## src/rtl/switch_pkg.sv

```systemverilog
// Shared constants for the slide-switch input path and the switch-decode logic.
package switch_pkg;

    localparam int unsigned NUM_SW           = 8;
    localparam int unsigned DEBOUNCE_DEFAULT = 50000;
    localparam int unsigned DEBOUNCE_CNT_W   = 16;

    localparam int unsigned SW1_IDX = 0;
    localparam int unsigned SW2_IDX = 1;
    localparam int unsigned SW3_IDX = 2;
    localparam int unsigned SW4_IDX = 3;
    localparam int unsigned SW5_IDX = 4;
    localparam int unsigned SW6_IDX = 5;
    localparam int unsigned SW7_IDX = 6;
    localparam int unsigned SW8_IDX = 7;

    typedef logic [NUM_SW-1:0] sw_vec_t;

endpackage

```

## src/rtl/debounce_bit.sv

```systemverilog
// One switch channel: two-flop synchroniser, stability counter, debounced output flop
// and a one-cycle flag marking the edge on which the output flipped.
module debounce_bit
    import switch_pkg::*;
#(
    parameter int unsigned STABLE_COUNT = DEBOUNCE_DEFAULT,
    parameter int unsigned CNT_W        = DEBOUNCE_CNT_W
) (
    input  logic clk,
    input  logic rst_n,
    input  logic raw,
    output logic db,
    output logic upd
);

    localparam logic [CNT_W-1:0] CntMax = CNT_W'(STABLE_COUNT - 1);

    logic             s1;
    logic             s2;
    logic [CNT_W-1:0] cnt;

    always_ff @(posedge clk or negedge rst_n) begin
        if (!rst_n) begin
            s1  <= 1'b0;
            s2  <= 1'b0;
            cnt <= '0;
            db  <= 1'b0;
            upd <= 1'b0;
        end else begin
            s1  <= raw;
            s2  <= s1;
            upd <= 1'b0;
            // Any return to the current level restarts the filter from zero.
            if (s2 == db) begin
                cnt <= '0;
            end else if (cnt == CntMax) begin
                db  <= s2;
                cnt <= '0;
                upd <= 1'b1;
            end else begin
                cnt <= cnt + CNT_W'(1);
            end
        end
    end

endmodule

```

## src/rtl/switch_debouncer8.sv

```systemverilog
// Eight independent switch debouncers with a registered change strobe and change mask.
module switch_debouncer8
    import switch_pkg::*;
#(
    parameter int unsigned STABLE_COUNT = DEBOUNCE_DEFAULT,
    parameter int unsigned CNT_W        = DEBOUNCE_CNT_W
) (
    input  logic              clk,
    input  logic              rst_n,
    input  logic [NUM_SW-1:0] sw_raw,
    output logic [NUM_SW-1:0] sw_db,
    output logic              sw_changed,
    output logic [NUM_SW-1:0] sw_changed_mask
);

    if (STABLE_COUNT < 1 || 64'(STABLE_COUNT) > ((64'd1 << CNT_W) - 64'd1)) begin : g_bad_count
        $fatal(1, "switch_debouncer8: STABLE_COUNT out of range for CNT_W");
    end

    sw_vec_t upd;

    for (genvar i = 0; i < NUM_SW; i++) begin : g_bit
        debounce_bit #(
            .STABLE_COUNT(STABLE_COUNT),
            .CNT_W       (CNT_W)
        ) u_bit (
            .clk  (clk),
            .rst_n(rst_n),
            .raw  (sw_raw[i]),
            .db   (sw_db[i]),
            .upd  (upd[i])
        );
    end

    // Mask is only ever non-zero in the same cycle as the strobe.
    always_ff @(posedge clk or negedge rst_n) begin
        if (!rst_n) begin
            sw_changed      <= 1'b0;
            sw_changed_mask <= '0;
        end else begin
            sw_changed      <= |upd;
            sw_changed_mask <= upd;
        end
    end

endmodule

```

## config.mk

```make
export PLATFORM = sky130hd
export DESIGN_NAME = switch_debouncer8
export DESIGN_NICKNAME = d
export VERILOG_FILES = /design/src/rtl/switch_pkg.sv /design/src/rtl/debounce_bit.sv /design/src/rtl/switch_debouncer8.sv
export SDC_FILE = /design/constraint.sdc
export NUM_CORES = 1
export LEC_CHECK = 0
export BUFFER_PORTS_ARGS = -buffer_cell sky130_fd_sc_hd__buf_4
export CAP_MARGIN = 20
export CORE_MARGIN = 3
export CORE_UTILIZATION = 65
export DETAILED_ROUTE_END_ITERATION = 10
export GPL_TIMING_DRIVEN = 0
export PLACE_DENSITY = 0.88
export SLEW_MARGIN = 20
export SYNTH_ARGS = -nofsm -noshare
export SYNTH_HDL_FRONTEND = slang
export SYNTH_SLANG_ARGS = --single-unit
```

## constraint.sdc

```tcl
create_clock -name clk -period 4.2 [get_ports clk]
set_input_delay 0.84 -clock clk [delete_from_list [all_inputs] [get_ports clk]]
set_output_delay 0.84 -clock clk [all_outputs]
set_load 0.005 [all_outputs]
```

**Word level (Yosys, flattened, before mapping)**

Cells that the tools add are included.

- Memories kept: 0
- Bits in registers: 169
- Bits in writable memories: 0
- Logic and storage cells: 115
- Output and inout bits: 17
- Latch bits: 0
- Bits of input ports: 10
- Bits in read-only memories: 0

- Reductions and logical operators: 9
- Multiply operators: 0
- Shift operators: 0
- Divide/modulo/power cells: 0
- Bitwise operators: 8
- Multiplexer cells: 32
- Add/sub/neg operators: 8
- Magnitude comparators: 0
- Equality and inequality tests: 16

Operator list:

| operator | number |
|---|---|
| two-way mux 16 bit | 16 |
| adder 16 x 1 -> 16 bit (second input constant) | 8 |
| == test 16 bit (second input constant) | 8 |
| two-way mux 1 bit | 16 |
| AND reduction 2 bit | 8 |
| == test 1 bit | 8 |
| inverter 1 bit | 8 |
| OR reduction 8 bit | 1 |

**Logic depth before layout (Yosys ltp)**

Gate-level depths: netlist of the first run.

- Depth in word-level cells: 3
- Depth in mapped cells: 7
- Depth with buffers taken out: 5

**By module**

A second synthesis of the first run with hierarchy kept.

- Cell total of the unflattened synthesis: 718
- Area, all modules: 7803.7 µm²

Modules (own cells, without submodules):

| module | seq. area each (µm²) | area an instance (µm²) | cells each | times used |
|---|---|---|---|---|
| debounce_bit at g_bit[0].u_bit ... | 500.5 | 943.4 | 88 | 7 |
| debounce_bit at g_bit[3].u_bit | 500.5 | 958.4 | 90 | 1 |
| switch_debouncer8 | 225.2 | 241.5 | 12 | 1 |

**Worst setup path before layout of the first run**

Ideal clock, no wire load.

- Kind: register to register
- From: register g_bit[0].u_bit.cnt[12]
- To: register g_bit[0].u_bit.db
- Period minus slack after synthesis: 1.725 ns
- Path slack: 2.475 ns
- Data required time: 4.075 ns
- Library setup time: 0.125 ns
- Arrival: 1.600 ns
- Stages on the path, launching flop included: 5
- Path buffers: 0
- Path through: dfrtp_1 -> nor4_1 -> nand3_1 -> or4_1 -> mux2_2

- Longest elaborated chain between the ends: 2

RTL lines:

| item | line | text |
|---|---|---|
| start, declared | debounce_bit.sv:20 | `logic [CNT_W-1:0] cnt;` |
| start signal, assigned | debounce_bit.sv:41 | `cnt <= cnt + CNT_W'(1);` |
| == test 16 bit | debounce_bit.sv:36 | `end else if (cnt == CntMax) begin` |
| AND reduction 2 bit (no line) | n/a |  |
| end signal, assigned | debounce_bit.sv:27 | `db <= 1'b0;` |
| end signal, assigned | debounce_bit.sv:37 | `db <= s2;` |
| end, declared | debounce_bit.sv:12 | `output logic db,` |

Every way passes these cells.
A chain may end at the register's enable or synchronous reset.

**Worst setup path in the final report of the first run**

- From: register g_bit[2].u_bit.cnt[4]
- To: register g_bit[2].u_bit.cnt[13]

- Longest elaborated chain between the ends: 3
- Elaborated cells between the ends (all ways): 4
- Those cells by class: add/sub (1); eq/ne (1); mux (2)

RTL lines:

| item | line | text |
|---|---|---|
| start, declared | debounce_bit.sv:20 |  |
| start signal, assigned | debounce_bit.sv:41 |  |
| adder 16 x 1 -> 16 bit / == test 16 bit (equally long branches) | debounce_bit.sv:41, debounce_bit.sv:36 |  |
| two-way mux 16 bit (*) | debounce_bit.sv:36 |  |
| two-way mux 16 bit (*) | debounce_bit.sv:34 | `if (s2 == db) begin` |

Every way passes the cells marked *; elsewhere a longest branch is shown, timed or not.

==> flow_summary_export.csv, run 1 <==
group,metric,value,unit
hold_path,hold_start,"g_bit[5].u_bit.s1",
logic_synthesis,synth_seq_cells,169,
grt,grt_pass1_wl,25400,microns
sta,finalSetupViolCount,0,
floorplanning,ioPinCount,27,
critical_path,cpMostUsedCell,"clkbuf_1",
layout,area_growth,13.7,%
critical_path,reg2reg_slack,2110,ps
sta,hold_slack,341,ps
power,ir_drop,0.403,mV
route,drtIter0Drc,453,
sta,skew,8.37,ps
critical_path,r2r_end,"g_bit[2].u_bit.cnt[13]",
critical_path,cp_max_fo,10,
layout,drive_gt1_share,10.2,%
clocking,cts.sinks,169,
logic_synthesis,avgSynthCellArea,10.5,sq um
clocking,numCtsBuffers,17,
grt,antenna_found_initial,0,
place,portBuffers,26,
clocking,cts.repair.resized,0,
sta,worst_pin_slew,809,ps
hold_path,hold_depth,0,
route,via_per_inst,5.85,
floorplanning,coreArea,11100,sq um
critical_path,slowest_delay,440,ps
logic_synthesis,synthArstFlopShare,100,%
sta,min_period,2090,ps
layout,nets,784,
route,wirelength,14400,microns
logic_synthesis,syn-num-nets,738,
layout,final_util,77.4,%
layout,antenna_cells,0,
power,powerDensity,403,nW/um^2
critical_path,r2r_start,"g_bit[2].u_bit.cnt[4]",
logic_synthesis,ys_types,31,
logic_synthesis,synth_flop_cell,"dfrtp_1",
clocking,clk_latency,420,ps
place,gp_congestion,0.909,
hold_path,whs_endpoint,"g_bit[5].u_bit.s2",
sta,finalMaxSlewViolations,0,
clocking,clkTransAtPathRegs,60,ps
grt,grt_max_degree,110,
outcome,run_status,"finished, final reports clean",
critical_path,reg2reg_depth,6,
sta,fin_crit_sh,49.7,%
power,leakagePower,0.00358,uW
sta,finalHoldViolations,0,
critical_path,cp-end-kind,"flip-flop",
clocking,cts_root_buf,"clkbuf_16",
hold_path,hold_class,"reg -> reg",
sta,rsz0062_at_grt,"false",
grt,overflow,0,
route,vias,5356,
critical_path,crit_slowest_cell,"dfrtp_1",
clocking,hold_buffers,0,
logic_synthesis,yosysSeqAreaShare,56.1,%
grt,grt.total_usage,24.5,%
sta,fmax,479,MHz
floorplanning,start_util,68.0,%
clocking,clk_path_buf_depth,2,
logic_synthesis,syn_inst,720,
sta,finalSetupTns,0,ps
logic_synthesis,syn_area,7530,sq um
critical_path,cp_cell_sequence,"nor4bb_1 > nand4_1 > nand2b_1 > clkbuf_1 > clkbuf_1 > nor2_1",
job,cap_violations,0,
floorplanning,die_width,114,microns
clocking,htreeDepth,4,
critical_path,arrival,2370,ps
critical_path,critPathKind,"reg -> reg",
floorplanning,dieHeight,114,microns
route,drc,0,
clocking,postCtsSetupRepairBufs,0,
logic_synthesis,yosysWarningCount,0,
sta,relSlewSlack,45.6,%
critical_path,crit_path_start_kind,"flip-flop",
grt,grt_pass1_vias,5484,
critical_path,required,4480,ps
place,hpwl,9140,microns
route,first_pass_iters,5,
logic_synthesis,synth_edf_count,0,
floorplanning,rows,38,
clocking,cts_tree,"done",
route,wire_per_inst,15.8,microns
floorplanning,die_area,12900,sq um
route,ant_nets,0,
where the power goes:
part / total (uW) / switching (uW) / internal (uW)
registers: 1680 / 24.1 / 1660
clock network: 1670 / 595 / 1070
logic: 104 / 70.4 / 33.3
flip-flops by register name (all words and copies together) (netlist names):
register / flops
g_bit.u_bit.s1: 8
g_bit.u_bit.db: 8
g_bit.u_bit.cnt: 128
sw_changed_mask: 8
sw_changed: 1
g_bit.u_bit.upd: 8
g_bit.u_bit.s2: 8
Yosys cell counts, types with 5 or more instances:
cell	number	area share, %
dfrtp_1	169	56
nor2_1	140	7.0
xnor2_1	93	11
nand3_1	48	3.2
nand4_1	33	2.7
nor4_1	33	2.7
nand2_1	29	1.4
nor3_1	29	1.9
inv_1	26	1.3
xor2_1	21	2.4
nor4bb_1	13	1.7
clkbuf_1	12	0.60
and3_1	11	0.91
buf_4	8	0.80
ha_1	8	1.3
mux2_2	8	1.2
a21oi_1	6	0.40
nor4b_1	6	0.70
nand2b_1	5	0.42
worst max path at each step:
stage	start	to	slack, ps	cells past startpoint
2_1_floorplan	g_bit[0].u_bit.cnt[12]	g_bit[0].u_bit.db	2480	4
3_3_place_gp	rst_n	g_bit[3].u_bit.s1	1470	1
3_5_place_dp	g_bit[5].u_bit.cnt[0]	g_bit[5].u_bit.cnt[9]	2140	7
4_1_cts	g_bit[5].u_bit.cnt[0]	g_bit[5].u_bit.cnt[9]	2110	7
5_1_grt	g_bit[2].u_bit.cnt[4]	g_bit[2].u_bit.cnt[12]	1850	6
6_report	g_bit[2].u_bit.cnt[4]	g_bit[2].u_bit.cnt[13]	2110	6
cell usage in the layout, fill, tap and decap left out, types with 5 or more instances in the layout:
cell type	Yosys	final
nor3_1	29	29
xor2_1	21	21
nand2_1	29	29
nor4b_1	6	6
bufinv_16	0	5
nor4_1	33	33
nand4_1	33	33
ha_1	8	8
clkbuf_1	12	13
nand2b_1	5	5
clkbuf_16	0	17
dfrtp_1	169	169
nor2_1	140	140
xnor2_1	93	93
a21oi_1	6	6
buf_4	8	33
nand3_1	48	48
inv_1	26	26
and3_1	11	11
mux2_2	8	8
nor4bb_1	13	13
routing by layer:
| metal | vias to the layer above | part of all wire [%] | GRT usage, % | routed length, microns |
|---|---|---|---|---|
| met5 | - | 0 | 0 | 0 |
| met4 | 0 | 1.2 | 9.78 | 175 |
| met3 | 16 | 3.8 | 5.99 | 553 |
| met2 | 110 | 51 | 39.7 | 7360 |
| met1 | 2686 | 44 | 32.0 | 6350 |
| li1 | 2544 | - | - | - |
critical path: cells and delay by family (launching register included):
family	cells	cell delay, ps
DFF	1	440
buffers and inverters	2	660
and+or+nand+nor	4	860
cell type report:
class / instances / area (sq um)
flip-flops and latches: 169 / 4230
plain buffers: 21 / 110
clock inverters: 9 / 173
fillers: 686 / 2510
clock buffers: 20 / 457
well taps: 140 / 175
repair buffers: 27 / 230
inverters: 26 / 97.6
multi-input cells: 504 / 3100
logic make-up after synthesis:
kind of cell	after synthesis	share of synthesized area (%)
muxes	8	1.20
and+or+nand+nor	363	24.4
AOI/OAI and AO/OA	11	0.980
buffers and inverters	47	2.76
DFF	169	56.1
adders and majority gates	8	1.33
xor gates and xnor gates	114	13.3
through the flow:
stage          cell area (sq um)  setup slack (ps)  instances  total power (uW)
2_1_floorplan               7530              2480        720              1750
3_3_place_gp                7910              1470        886              1800
4_1_cts                     8570              2110        916              3480
6_report                    8570              2110        916              3450
3_5_place_dp                7940              2140        887              1810
5_1_grt                     8570              1850        916              3570
No activity file was read; power rests on OpenSTA's default activity.
==> inputs of run 2 (changes only) <==
--- a/config.mk
+++ b/config.mk
@@ -8,10 +8,10 @@
 export BUFFER_PORTS_ARGS = -buffer_cell sky130_fd_sc_hd__buf_4
 export CAP_MARGIN = 20
 export CORE_MARGIN = 3
-export CORE_UTILIZATION = 65
+export CORE_UTILIZATION = 56
 export DETAILED_ROUTE_END_ITERATION = 10
 export GPL_TIMING_DRIVEN = 0
-export PLACE_DENSITY = 0.88
+export PLACE_DENSITY = 0.81
 export SLEW_MARGIN = 20
 export SYNTH_ARGS = -nofsm -noshare
 export SYNTH_HDL_FRONTEND = slang
==> constraint.sdc (replaced) <==
create_clock -name clk -period 1.9 [get_ports clk]
set_input_delay 0.38 -clock clk [delete_from_list [all_inputs] [get_ports clk]]
set_output_delay 0.38 -clock clk [all_outputs]
set_load 0.005 [all_outputs]
==> run 2 against run 1 <==
  * Via count is 0.90% lower
  * Largest power group unchanged
  * Sequential share of layout area is 0.34 points lower
  * Non-clock buffer count is 4 lower
  * Count of clock-buffer cells in the layout is 1 higher
  * Worst setup slack worse by 2100 ps
  * Clock power is 100% higher
  * Sequential power is 120% higher
  * Final cell count is 3.3% higher
==> flow_summary_export.csv, run 2 (same netlist as run 1, synthesis figures left out) <==
group,metric,value,unit
critical_path,crit_path_start_kind,"flip-flop",
floorplanning,rows,41,
sta,fmax,543,MHz
critical_path,cp-end-kind,"flip-flop",
sta,worst_pin_slew,551,ps
clocking,numCtsBuffers,17,
grt,grt_pass1_wl,23600,microns
layout,top_register,"g_bit.u_bit.cnt",
layout,layout_common_cells,"dfrtp_1, nor2_1, xnor2_1",
power,swShare,21.1,%
route,drc,0,
place,hpwl,9040,microns
clocking,cts_root_buf,"clkbuf_16",
grt,grt_max_degree,108,
layout,area_growth,14.5,%
sta,finalSetupViolCount,0,
sta,fin_crit_sh,97.0,%
layout,drive_gt1_share,12.5,%
clocking,htreeDepth,4,
critical_path,critPathLaunch,"g_bit[0].u_bit.cnt[12]",
job,cap_violations,0,
place,dp_slack,-147,ps
power,p_int,5770,uW
route,vias,5308,
sta,finalHoldViolations,0,
grt,overflow,0,
sta,rsz0062_at_grt,"true",
outcome,run_status,"finished, final reports clean",
sta,relSlewSlack,62.9,%
floorplanning,ioPinCount,27,
sta,finalMaxSlewViolations,0,
route,ant_nets,0,
grt,grt.total_usage,19.7,%
power,combPwrFrac,3.1,%
power,totalPowerFinal,7310,uW
floorplanning,start_util,58.5,%
place,portBuffers,26,
power,pwr-share-clk,46.1,%
clocking,clkTransAtPathRegs,60,ps
sta,skew,4.71,ps
route,wire_per_inst,14.4,microns
layout,largest_reg_flops,128,
power,seqPwrFrac,50.8,%
hold_path,hold_start,"sw_raw[7]",
route,via_per_inst,5.61,
power,ir_drop,0.827,mV
critical_path,r2r_start,"g_bit[0].u_bit.cnt[12]",
clocking,cts_tree,"done",
hold_path,hold_class,"in -> reg",
route,drtIter0Drc,390,
route,wirelength,13600,microns
route,first_pass_iters,5,
power,switching_power,1540,uW
clocking,clk_path_buf_depth,2,
critical_path,critPathKind,"reg -> reg",
sta,min_period,1840,ps
power,leakagePower,0.00359,uW
floorplanning,die_width,122,microns
sta,hold_slack,63.2,ps
critical_path,arrival,2150,ps
layout,final_common_cell,"dfrtp_1",
layout,antenna_cells,0,
place,gp_congestion,0.826,
power,powerDensity,847,nW/um^2
clocking,cts.sinks,169,
critical_path,required,2200,ps
clocking,clk_latency,420,ps
critical_path,cp_max_fo,3,
floorplanning,die_area,14900,sq um
layout,final_util,67.0,%
floorplanning,coreArea,12900,sq um
grt,grt_pass1_vias,5218,
grt,antenna_found_initial,0,
floorplanning,dieHeight,122,microns
layout,nets,780,
sta,worst_slack,57.7,ps
## run 2: layer usage
metal	GRT usage, %	vias to the layer above	wire length [microns]
li1	-	2541	-
met1	25.5	2641	6110
met2	32.4	95	6780
met3	5.39	31	493
met4	6.51	0	232
met5	0	-	0
## run 2: critical path: stages, from the launching register on
cell and delay [ps]:
dfrtp_1 420, nor4_2 290, nand3_1 170, or4_4 570, mux2_2 280
## run 2: final cells by class
type                       instances  area, sq um
fill                             932         4250
sequential                       169         4230
multi-input combinational        504         3150
clock buffer                      21          470
timing repair buffer              29          248
tap                              172          215
clock inverter                    10          119
buffer                            15          103
inverter                          26         97.6
## run 2: stage by stage
step	instance area, sq um	instances	TNS (ps)
final	8630	946	0
after global routing	8630	946	-23.8
after CTS	8610	949	0
after detailed placement	7980	919	-6740
after global placement	7950	918	-65030
after floorplan	7530	720	0
## run 2: power by group through the flow
stage                     sequential, uW  clock [uW]  combinational (uW)
after floorplan                     3760           0                 111
after global placement              3770           0                 213
after detailed placement            3770           0                 230
after CTS                           3710        3440                 237
after global routing                3720        3610                 266
final                               3710        3370                 229
## run 2: what timing repair did
item / in CTS / in global routing
setup buffers: 0 / 1
hold buffers: 1 / 0
setup endpoints to repair: 71 / 79
pin swaps: 0 / 2
resized for setup: 12 / 8
hold endpoints to repair: 62 / 0
## run 2: final timing paths
kind | slack [ps] | endpoint | cells past startpoint
max | 60 | g_bit[0].u_bit.db | 4
min in group asynchronous | 490 | g_bit[5].u_bit.cnt[11] | 2
max reg2reg | 60 | g_bit[0].u_bit.db | 4
min | 60 | g_bit[7].u_bit.s1 | 1
min reg2reg | 350 | g_bit[3].u_bit.s2 | 0
max in group asynchronous | 540 | g_bit[6].u_bit.cnt[1] | 3
==> inputs of run 3 (changes only) <==
--- a/config.mk
+++ b/config.mk
@@ -15,4 +15,5 @@
 export SLEW_MARGIN = 20
 export SYNTH_ARGS = -nofsm -noshare
 export SYNTH_HDL_FRONTEND = slang
+export SYNTH_HIERARCHICAL = 1
 export SYNTH_SLANG_ARGS = --single-unit
==> run 3 against run 2 <==
  * The run now ends with setup timing left
  * Worst hold slack got worse by 7.4 ps
  * Wire length increased by 22%
  * Count of clock-buffer cells in the layout increased by 5
  * Sequential power about the same
  * Global-route usage increased by 2.1 points
  * Clock skew increased by 1.8 ps
  * Critical path depth increased by 2
  * Die area increased by 3.4%
  * Final area increased by 12%
  * Core utilization increased by 5.1 points
  * Final cell count increased by 7.4%
  * First-iteration DRC count decreased by 11%
  * Largest cell class unchanged
  * Highest routed layer unchanged
==> flow_summary_export.csv, run 3 <==
group,metric,value,unit
critical_path,reg2reg_slack,-40,ps
critical_path,r2r_end,"g_bit[3].u_bit/cnt[8]",
layout,antenna_cells,0,
power,totalPowerFinal,7280,uW
sta,min_period,1940,ps
grt,grt_pass1_vias,5531,
sta,finalSetupTns,-198,ps
grt,grt_pass1_wl,26200,microns
layout,fin_area,9700,sq um
floorplanning,rows,42,
floorplanning,dieHeight,124,microns
outcome,failed_checks,"setup timing",
critical_path,reg2reg_depth,6,
outcome,run_status,"finished with violations",
place,place_area,8270,sq um
grt,grt_max_degree,103,
logic_synthesis,ys_types,27,
route,ant_nets,0,
power,leakagePower,0.00403,uW
critical_path,r2r_start,"g_bit[3].u_bit/cnt[4]",
power,powerDensity,751,nW/um^2
route,drtIter0Drc,346,
critical_path,critPathLaunch,"g_bit[3].u_bit/cnt[4]",
sta,finalSetupViolCount,14,
clocking,cts.sinks,169,
route,first_pass_iters,5,
logic_synthesis,syn_inst,718,
logic_synthesis,synth_seq_cells,169,
floorplanning,die_width,124,microns
layout,drive_gt1_share,26.7,%
critical_path,required,2220,ps
logic_synthesis,syn-num-nets,736,
logic_synthesis,synth_top_area_share,54.2,%
sta,finalMaxSlewViolations,0,
route,via_per_inst,5.63,
sta,worst_pin_slew,505,ps
grt,overflow,0,
critical_path,critPathCapture,"g_bit[3].u_bit/cnt[8]",
critical_path,cp-end-kind,"flip-flop",
logic_synthesis,synth_edf_count,0,
clocking,cts_tree,"done",
sta,finalHoldViolations,0,
layout,final_common_cell,"dfrtp_1",
sta,skew,6.52,ps
sta,fmax,517,MHz
logic_synthesis,yosysSeqAreaShare,54.2,%
critical_path,arrival,2250,ps
sta,fin_crit_sh,102,%
layout,instances_no_fill,1016,
logic_synthesis,yosysWarningCount,6,
job,cap_violations,0,
route,wire_per_inst,16.3,microns
sta,rsz0062_at_grt,"true",
place,portBuffers,26,
sta,relSlewSlack,66.3,%
logic_synthesis,syn_area,7800,sq um
clocking,clk_latency,430,ps
floorplanning,start_util,58.0,%
layout,nets,845,
floorplanning,die_area,15400,sq um
critical_path,cp_max_fo,5,
floorplanning,coreArea,13500,sq um
floorplanning,ioPinCount,27,
clocking,clk_path_buf_depth,2,
logic_synthesis,yosys.area.top_type,"dfrtp_1",
place,dp.cells,921,
logic_synthesis,synthTopCellsByArea,"dfrtp_1, xnor2_1, nor2_1",
layout,nFillCells,864,
layout,top_register,"g_bit.u_bit/cnt",
place,gp_congestion,0.888,
critical_path,crit_path_start_kind,"flip-flop",
logic_synthesis,synth_commonest_cells,"dfrtp_1, nor2_1, xnor2_1",
logic_synthesis,synthArstFlopShare,100,%
clocking,cts_root_buf,"clkbuf_16",
hold_path,hold_class,"in -> reg",
sta,hold_slack,55.8,ps
hold_path,hold_start,"sw_raw[6]",
grt,antenna_found_initial,0,
layout,seqCellArea,4240,sq um
logic_synthesis,synth_flop_cell,"dfrtp_1",
route,wirelength,16600,microns
sta,worst_slack,-35.3,ps
logic_synthesis,synth_most_common_cell,"dfrtp_1",
clocking,htreeDepth,4,
route,drc,0,
clocking,numCtsBuffers,17,
layout,area_growth,24.3,%
logic_synthesis,avgSynthCellArea,10.9,sq um
layout,layout_common_cells,"dfrtp_1, nor2_1, xnor2_1",
layout,largest_reg_flops,128,
power,ir_drop,0.660,mV
clocking,clkTransAtPathRegs,60,ps
route,vias,5716,
place,hpwl,9140,microns
critical_path,critPathKind,"reg -> reg",
layout,multi_input_area,3450,sq um
grt,grt.total_usage,21.8,%
==> run 3: cell count changes in the layout (fill, tap and decap cells not counted), sizes merged, moves of 10 or more <==
cell	change
nor2	+11
xor2	+13
nor4bb	-13
buf	+66
and3	-10
==> run 3: cells by family after synthesis <==
family | share of synthesized area, %
compound gates | 0.160
simple gates | 25.5
mux | 1.15
flops | 54.2
fa+ha+maj | 1.28
buf+inv | 4.36
xor+xnor | 13.4
==> run 3: worst min path at each step <==
stage	to	slack, ps	cells after the start
after floorplan	g_bit[0].u_bit/cnt[0]	80	0
after global placement	g_bit[7].u_bit/s2	330	0
after detailed placement	g_bit[7].u_bit/s2	340	0
after CTS	g_bit[6].u_bit/s1	40	1
after global routing	g_bit[4].u_bit/s1	30	1
final	g_bit[6].u_bit/s1	60	1
==> run 3: routing by layer <==
metal	routed length (microns)	track usage (%)
met1	6880	27.8
met2	8500	35.2
met3	726	5.77
met4	453	9.51
met5	0	0
==> run 3: worst max-delay path: stages, from the launching register on <==
cell	delay, ps
dfrtp_1	390
buf_8	130
or3b_4	350
or4_4	570
nand2b_4	160
clkbuf_16	180
nor2_2	40
==> run 3: timing repair <==
item                                   in CTS  in global routing
hold buffers                                1                  0
gates cloned                                5                  3
resized for setup                          30                 58
setup endpoints to repair                  93                124
pin swaps                                  14                 14
endpoints found under the hold margin      67                  0
setup buffers                              54                 15
==> run 3: per-stage QoR <==
stage | utilization (%) | setup slack (ps)
6_report | 72.1 | -35.3
5_1_grt | 72.1 | -73.4
3_3_place_gp | 61.2 | -396
4_1_cts | 70.2 | -45.1
2_1_floorplan | - | 2.75
3_5_place_dp | 61.5 | -126
==> run 3: power by group <==
group	internal [uW]	switching (uW)	leakage (uW)	total, uW
sequential	3660	66.5	0.00229	3730
clock	1810	1350	0.000253	3160
combinational	192	208	0.00149	401
total	5660	1630	0.00403	7280
==> run 3: final cells by class <==
type / instances / share of cell area, %
Inverter: 23 / 0.890
Tap cell: 176 / 2.27
Timing Repair Buffer: 99 / 10.4
Buffer: 8 / 1.60
Multi-Input combinational cell: 509 / 35.5
Clock inverter: 6 / 0.413
Sequential cell: 169 / 43.7
Clock buffer: 26 / 5.15
